<file path="src/rtl/edge_event_arbiter.sv">
// Per-channel rising-edge detector on update-strobe samples, arbitrated onto one event port (fixed priority when EDGE_ARB_FIXED_PRIO_EN).
// Latency: pending set at edge T, event presented after edge T+1 when the output register is free.
// Backpressure: ev_valid/ev_ch held while ev_ready=0; further rises on a pending channel raise sticky overflow.
module edge_event_arbiter #(
    parameter int NUM_CH = 4,
    parameter int CH_W   = 2
) (
    input  logic              clk,
    input  logic              reset,
    input  logic              update,
    input  logic [NUM_CH-1:0] level,
    input  logic [NUM_CH-1:0] enable,
    input  logic              ev_ready,
    output logic              ev_valid,
    output logic [CH_W-1:0]   ev_ch,
    output logic [NUM_CH-1:0] overflow,
    output logic              busy
);

    localparam logic [1:0] ST_ONE  = 2'd0;
    localparam logic [1:0] ST_ZERO = 2'd1;
    localparam logic [1:0] ST_RISE = 2'd2;

    logic [1:0]        state     [NUM_CH];
    logic [1:0]        state_nxt [NUM_CH];
    logic              upd_prev;
    logic              tick;
    logic              load;
    logic              found;
    logic              found_hi;
    logic [CH_W-1:0]   grant;
    logic [CH_W-1:0]   grant_hi;
    logic [CH_W-1:0]   rr_ptr;
    logic [NUM_CH-1:0] pending;
    logic [NUM_CH-1:0] req;
    logic [NUM_CH-1:0] rise_entry;
    logic [NUM_CH-1:0] grant_clr;

    assign tick = update & ~upd_prev;
    assign load = ~ev_valid | ev_ready;
    // Disabled channels never win, so a pending bit being cleared cannot leak out as an event.
    assign req  = pending & enable;
    assign busy = ev_valid | (|pending);

    always_comb begin
        for (int i = 0; i < NUM_CH; i++) begin
            state_nxt[i]  = state[i];
            rise_entry[i] = 1'b0;
            if (tick) begin
                case (state[i])
                    ST_ONE:  if (!level[i]) state_nxt[i] = ST_ZERO;
                    ST_ZERO: if (level[i]) begin
                        state_nxt[i]  = ST_RISE;
                        rise_entry[i] = 1'b1;
                    end
                    ST_RISE: state_nxt[i] = level[i] ? ST_ONE : ST_ZERO;
                    default: state_nxt[i] = ST_ONE;
                endcase
            end
        end
    end

    // Lowest requester at or above rr_ptr wins; otherwise wrap to the lowest overall.
    always_comb begin
        found    = 1'b0;
        grant    = '0;
        found_hi = 1'b0;
        grant_hi = '0;
        for (int j = 0; j < NUM_CH; j++) begin
            if (req[j] && !found) begin
                found = 1'b1;
                grant = CH_W'(j);
            end
            if (req[j] && !found_hi && (j >= int'(rr_ptr))) begin
                found_hi = 1'b1;
                grant_hi = CH_W'(j);
            end
        end
        if (found_hi) grant = grant_hi;
    end

    always_comb begin
        for (int i = 0; i < NUM_CH; i++) begin
            grant_clr[i] = load & found & (int'(grant) == i);
        end
    end

    always_ff @(posedge clk) begin
        if (!reset) begin
            upd_prev <= 1'b0;
            for (int i = 0; i < NUM_CH; i++) state[i] <= ST_ONE;
        end else begin
            upd_prev <= update;
            for (int i = 0; i < NUM_CH; i++) state[i] <= state_nxt[i];
        end
    end

    always_ff @(posedge clk) begin
        if (!reset) begin
            pending  <= '0;
            overflow <= '0;
        end else begin
            for (int i = 0; i < NUM_CH; i++) begin
                if (!enable[i]) begin
                    pending[i] <= 1'b0;
                end else if (rise_entry[i]) begin
                    pending[i] <= 1'b1;
                    if (pending[i] && !grant_clr[i]) overflow[i] <= 1'b1;
                end else if (grant_clr[i]) begin
                    pending[i] <= 1'b0;
                end
            end
        end
    end

    always_ff @(posedge clk) begin
        if (!reset) begin
            ev_valid <= 1'b0;
            ev_ch    <= '0;
            rr_ptr   <= '0;
        end else if (load) begin
            if (found) begin
                ev_valid <= 1'b1;
                ev_ch    <= grant;
`ifdef EDGE_ARB_FIXED_PRIO_EN
                rr_ptr   <= '0;
`else
                rr_ptr   <= (int'(grant) == NUM_CH - 1) ? '0 : grant + 1'b1;
`endif
            end else begin
                ev_valid <= 1'b0;
            end
        end
    end

endmodule

</file>
<file path="config.mk">
export PLATFORM = sky130hd
export DESIGN_NAME = edge_event_arbiter
export DESIGN_NICKNAME = d
export VERILOG_FILES = /design/src/rtl/edge_event_arbiter.sv
export SDC_FILE = /design/constraint.sdc
export NUM_CORES = 1
export LEC_CHECK = 0
export CAP_MARGIN = 25
export CORE_UTILIZATION = 57
export DETAILED_ROUTE_END_ITERATION = 10
export DONT_BUFFER_PORTS = 1
export PLACE_DENSITY = 0.81
export SKIP_CTS_REPAIR_TIMING = 1
export SLEW_MARGIN = 20
export SYNTH_ARGS = -nofsm -noshare
export SYNTH_HDL_FRONTEND = slang
export SYNTH_SLANG_ARGS = --single-unit
</file>
<file path="constraint.sdc">
create_clock -name clk -period 2.3 [get_ports clk]
set_clock_uncertainty 0.1 [all_clocks]
set_input_delay 0 -clock clk [delete_from_list [all_inputs] [get_ports clk]]
set_output_delay 0 -clock clk [all_outputs]
set_load 0.05 [all_outputs]
</file>
==> flow_metrics.py <==
metrics = {
    "run_status": {
        "status": "finished, violations left",
        "violations": "negative hold slack",
    },
    "worst_setup_path": {
        "crit_type": "reg -> reg",
        "cp_slowest_cell": "dfxtp_1",
        "startpoint_type": "register",
        "end_kind": "register",
        "regToRegStartpoint": "pending[1]$_SDFFE_PN0P_",
        "worstPathArrival_ns": 1.98,
        "r2r_end": "overflow[2]$_SDFFE_PN0P_",
        "cp_num_buf_inv": 1,
        "critPathRequiredTime_ns": 2.43,
        "reg2reg_slack_ns": 0.45,
        "rr_worst_depth": 7,
        "crit_path_max_incr_delay_ns": 0.37,
        "crit_family": "compound AO/OA/AOI/OAI gates",
        "crit_fanout": 5,
        "path_cells": "and2_1, a311o_1, a31o_1, inv_1, ha_1, nand2_1, a32o_1",
    },
    "synthesis": {
        "synth_seq_cells": 22,
        "avgSynthCellArea_sq_um": 9.01,
        "synthCells": 114,
        "netlist_area_sq_um": 1030,
        "syn_nets": 130,
        "yosys_warnings": 0,
        "synth_cell_types": 29,
        "ys_seq_area_share_pct": 42.9,
    },
    "placed_design": {
        "dp_hpwl_mm": 1.38,
        "place_congestion": 0.761,
        "numPortBuffers": 0,
    },
    "floorplanning": {
        "io_pins": 20,
        "die_y_um": 44.5,
        "initial_core_util_pct": 64.4,
        "dieWidth_um": 44.5,
        "die_area_sq_um": 1980,
        "core_area_sq_um": 1590,
        "num_rows": 14,
    },
    "clock_tree": {
        "clockBufferDepth": 2,
        "clock_sinks": 22,
        "cts_buffers": 3,
        "clk_latency_ns": 0.32,
        "cts_tree": "built",
        "cts.root.buffer_cell": "clkbuf_4",
        "cts_htree_levels": 1,
        "clk_pin_slew_ns": 0.13,
    },
    "min_path": {
        "whs_path_depth": 3,
        "hold_path_end": "ev_valid$_SDFFE_PN0P_",
        "worstHoldStart": "enable[1]",
        "hp-class": "in -> reg",
    },
    "layout": {
        "final_cell_mix": "22 x dfxtp_1, 17 x nand2_1, 12 x dlygate4sd3_1",
        "syn_to_final_growth_pct": 17.5,
        "layout_commonest_cell": "dfxtp_1",
        "n_antenna_cell": 0,
        "finalNetCount": 142,
        "drive_above_1_share_pct": 5.60,
        "fill_cells": 118,
    },
    "sta": {
        "worst_pin_slew_ns": 0.747,
        "finalHoldViolations": 3,
        "final.setup.tns_ns": 0,
        "fin_crit_ns": 1.85,
        "rsz0062_at_grt": "no",
        "fmax_mhz": 539,
        "finalCritPeriodShare_pct": 80.6,
        "hold_ws_ns": -0.0503,
        "drv_slew": 0,
        "slew_headroom_pct": 50.0,
        "setup_viol": 0,
    },
    "global_routing": {
        "grt_antenna_before_repair": 0,
        "grt_pass1_vias": 806,
        "grt_first_pass_wirelength_mm": 3.34,
        "grt_overflow": 0,
        "grt_max_degree": 27,
        "grtUsageTotal_pct": 23.5,
    },
    "drt": {
        "wl_per_cell_um": 14.3,
        "drt-total-wl_mm": 2.12,
        "drc": 0,
        "first_iter_violations": 31,
        "num_vias": 859,
        "vias_per_cell": 5.77,
        "final_antenna_net_count": 0,
        "drt_pass1_iterations": 4,
    },
    "pwr": {
        "cellLeakagePower_nw": 0.434,
        "peakVddDrop_v": 0.000511,
        "power_density_nw_per_um2": 624,
    },
    "job": {
        "drv_cap": 0,
    },
}
how the worst max path moves through the flow:
stage | startpoint | end | slack [ns] | cells past startpoint
after global placement | pending[1]$_SDFFE_PN0P_ | overflow[2]$_SDFFE_PN0P_ | 0.53 | 7
final | pending[1]$_SDFFE_PN0P_ | overflow[2]$_SDFFE_PN0P_ | 0.45 | 7
after CTS | pending[1]$_SDFFE_PN0P_ | overflow[2]$_SDFFE_PN0P_ | 0.46 | 7
after detailed placement | pending[1]$_SDFFE_PN0P_ | overflow[2]$_SDFFE_PN0P_ | 0.47 | 7
after global routing | pending[1]$_SDFFE_PN0P_ | rr_ptr[1]$_SDFFE_PN0P_ | 0.35 | 7
after floorplan | pending[1]$_SDFFE_PN0P_ | overflow[2]$_SDFFE_PN0P_ | 0.59 | 7
logic make-up (layout without fill, tap and decap cells):
family / after synthesis / count (layout) / synth area share, %
muxes: 1 / 1 / 0.974
adders and majority gates: 4 / 4 / 4.87
and+or+nand+nor: 43 / 43 / 21.1
buffers and inverters: 8 / 19 / 3.65
DFF: 22 / 22 / 42.9
AOI/OAI and AO/OA: 36 / 36 / 26.6
worst min-delay path, delay by kind of cell:
family          cells  cell delay (ns)
simple gates        1             0.06
compound gates      2             0.27
final cells by class:
cell class | count | area, sq um | area share, %
Inverter | 2 | 7.51 | 0.622
Sequential cell | 22 | 440 | 36.5
Clock inverter | 1 | 30.0 | 2.49
Clock buffer | 3 | 22.5 | 1.87
Multi-Input combinational cell | 84 | 549 | 45.5
Tap cell | 24 | 30.0 | 2.49
Timing Repair Buffer | 13 | 128 | 10.6
cells in the mapped netlist (all sizes together):
| master | n | share of area [%] |
|---|---|---|
| and3 | 3 | 1.8 |
| a21bo | 1 | 0.97 |
| dfxtp | 22 | 43 |
| o31ai | 1 | 1.2 |
| o21ai | 2 | 0.97 |
| a211oi | 5 | 4.1 |
| o22ai | 2 | 1.2 |
| o21a | 2 | 1.5 |
| a31o | 1 | 0.85 |
| inv | 2 | 0.73 |
| a21boi | 2 | 1.5 |
| a22o | 2 | 1.7 |
| clkbuf | 5 | 1.8 |
| nand2b | 2 | 1.2 |
| ha | 4 | 4.9 |
| o2111ai | 1 | 0.85 |
| nand3b | 2 | 1.5 |
| buf | 1 | 1.1 |
| nand2 | 17 | 6.2 |
| nor2b | 8 | 4.9 |
| nor3 | 4 | 1.9 |
| a311o | 1 | 0.97 |
| mux2i | 1 | 0.97 |
| or3 | 1 | 0.61 |
| a32o | 6 | 5.8 |
| a21oi | 10 | 4.9 |
| and2 | 3 | 1.8 |
| nor2 | 3 | 1.1 |
per-stage QoR:
step,setup slack [ns],util (%),instance area (sq um),cells,power (W)
2_1_floorplan,0.586,-,1030,114,0.000433
3_3_place_gp,0.528,64.9,1030,133,0.000431
3_5_place_dp,0.473,64.9,1030,133,0.000433
4_1_cts,0.457,68.2,1090,137,0.000729
5_1_grt,0.352,75.7,1210,149,0.000781
6_report,0.445,75.7,1210,149,0.000753
flip-flops by register name (all words and copies together), names as in the netlist:
name and cells:
pending 4, ev_ch 2, ev_valid 1, upd_prev 1
state 8, overflow 4, rr_ptr 2
routing by layer:
layer  track usage [%]  vias up  wire length, um
met5                 0        -                0
li1                  -      436                -
met3              6.53        5               97
met4              14.5        0               48
met1              27.9      392             1060
met2              37.4       26              916
power breakdown:
part | internal, W | total, W | leakage [nW] | switching (W)
sequential | 0.000388 | 0.000394 | 0.178 | 0.00000588
combinational | 0.0000273 | 0.0000552 | 0.228 | 0.0000279
clock | 0.000176 | 0.000304 | 0.0279 | 0.000128
total | 0.000592 | 0.000753 | 0.434 | 0.000161
(Power assumes the default switching activity.)
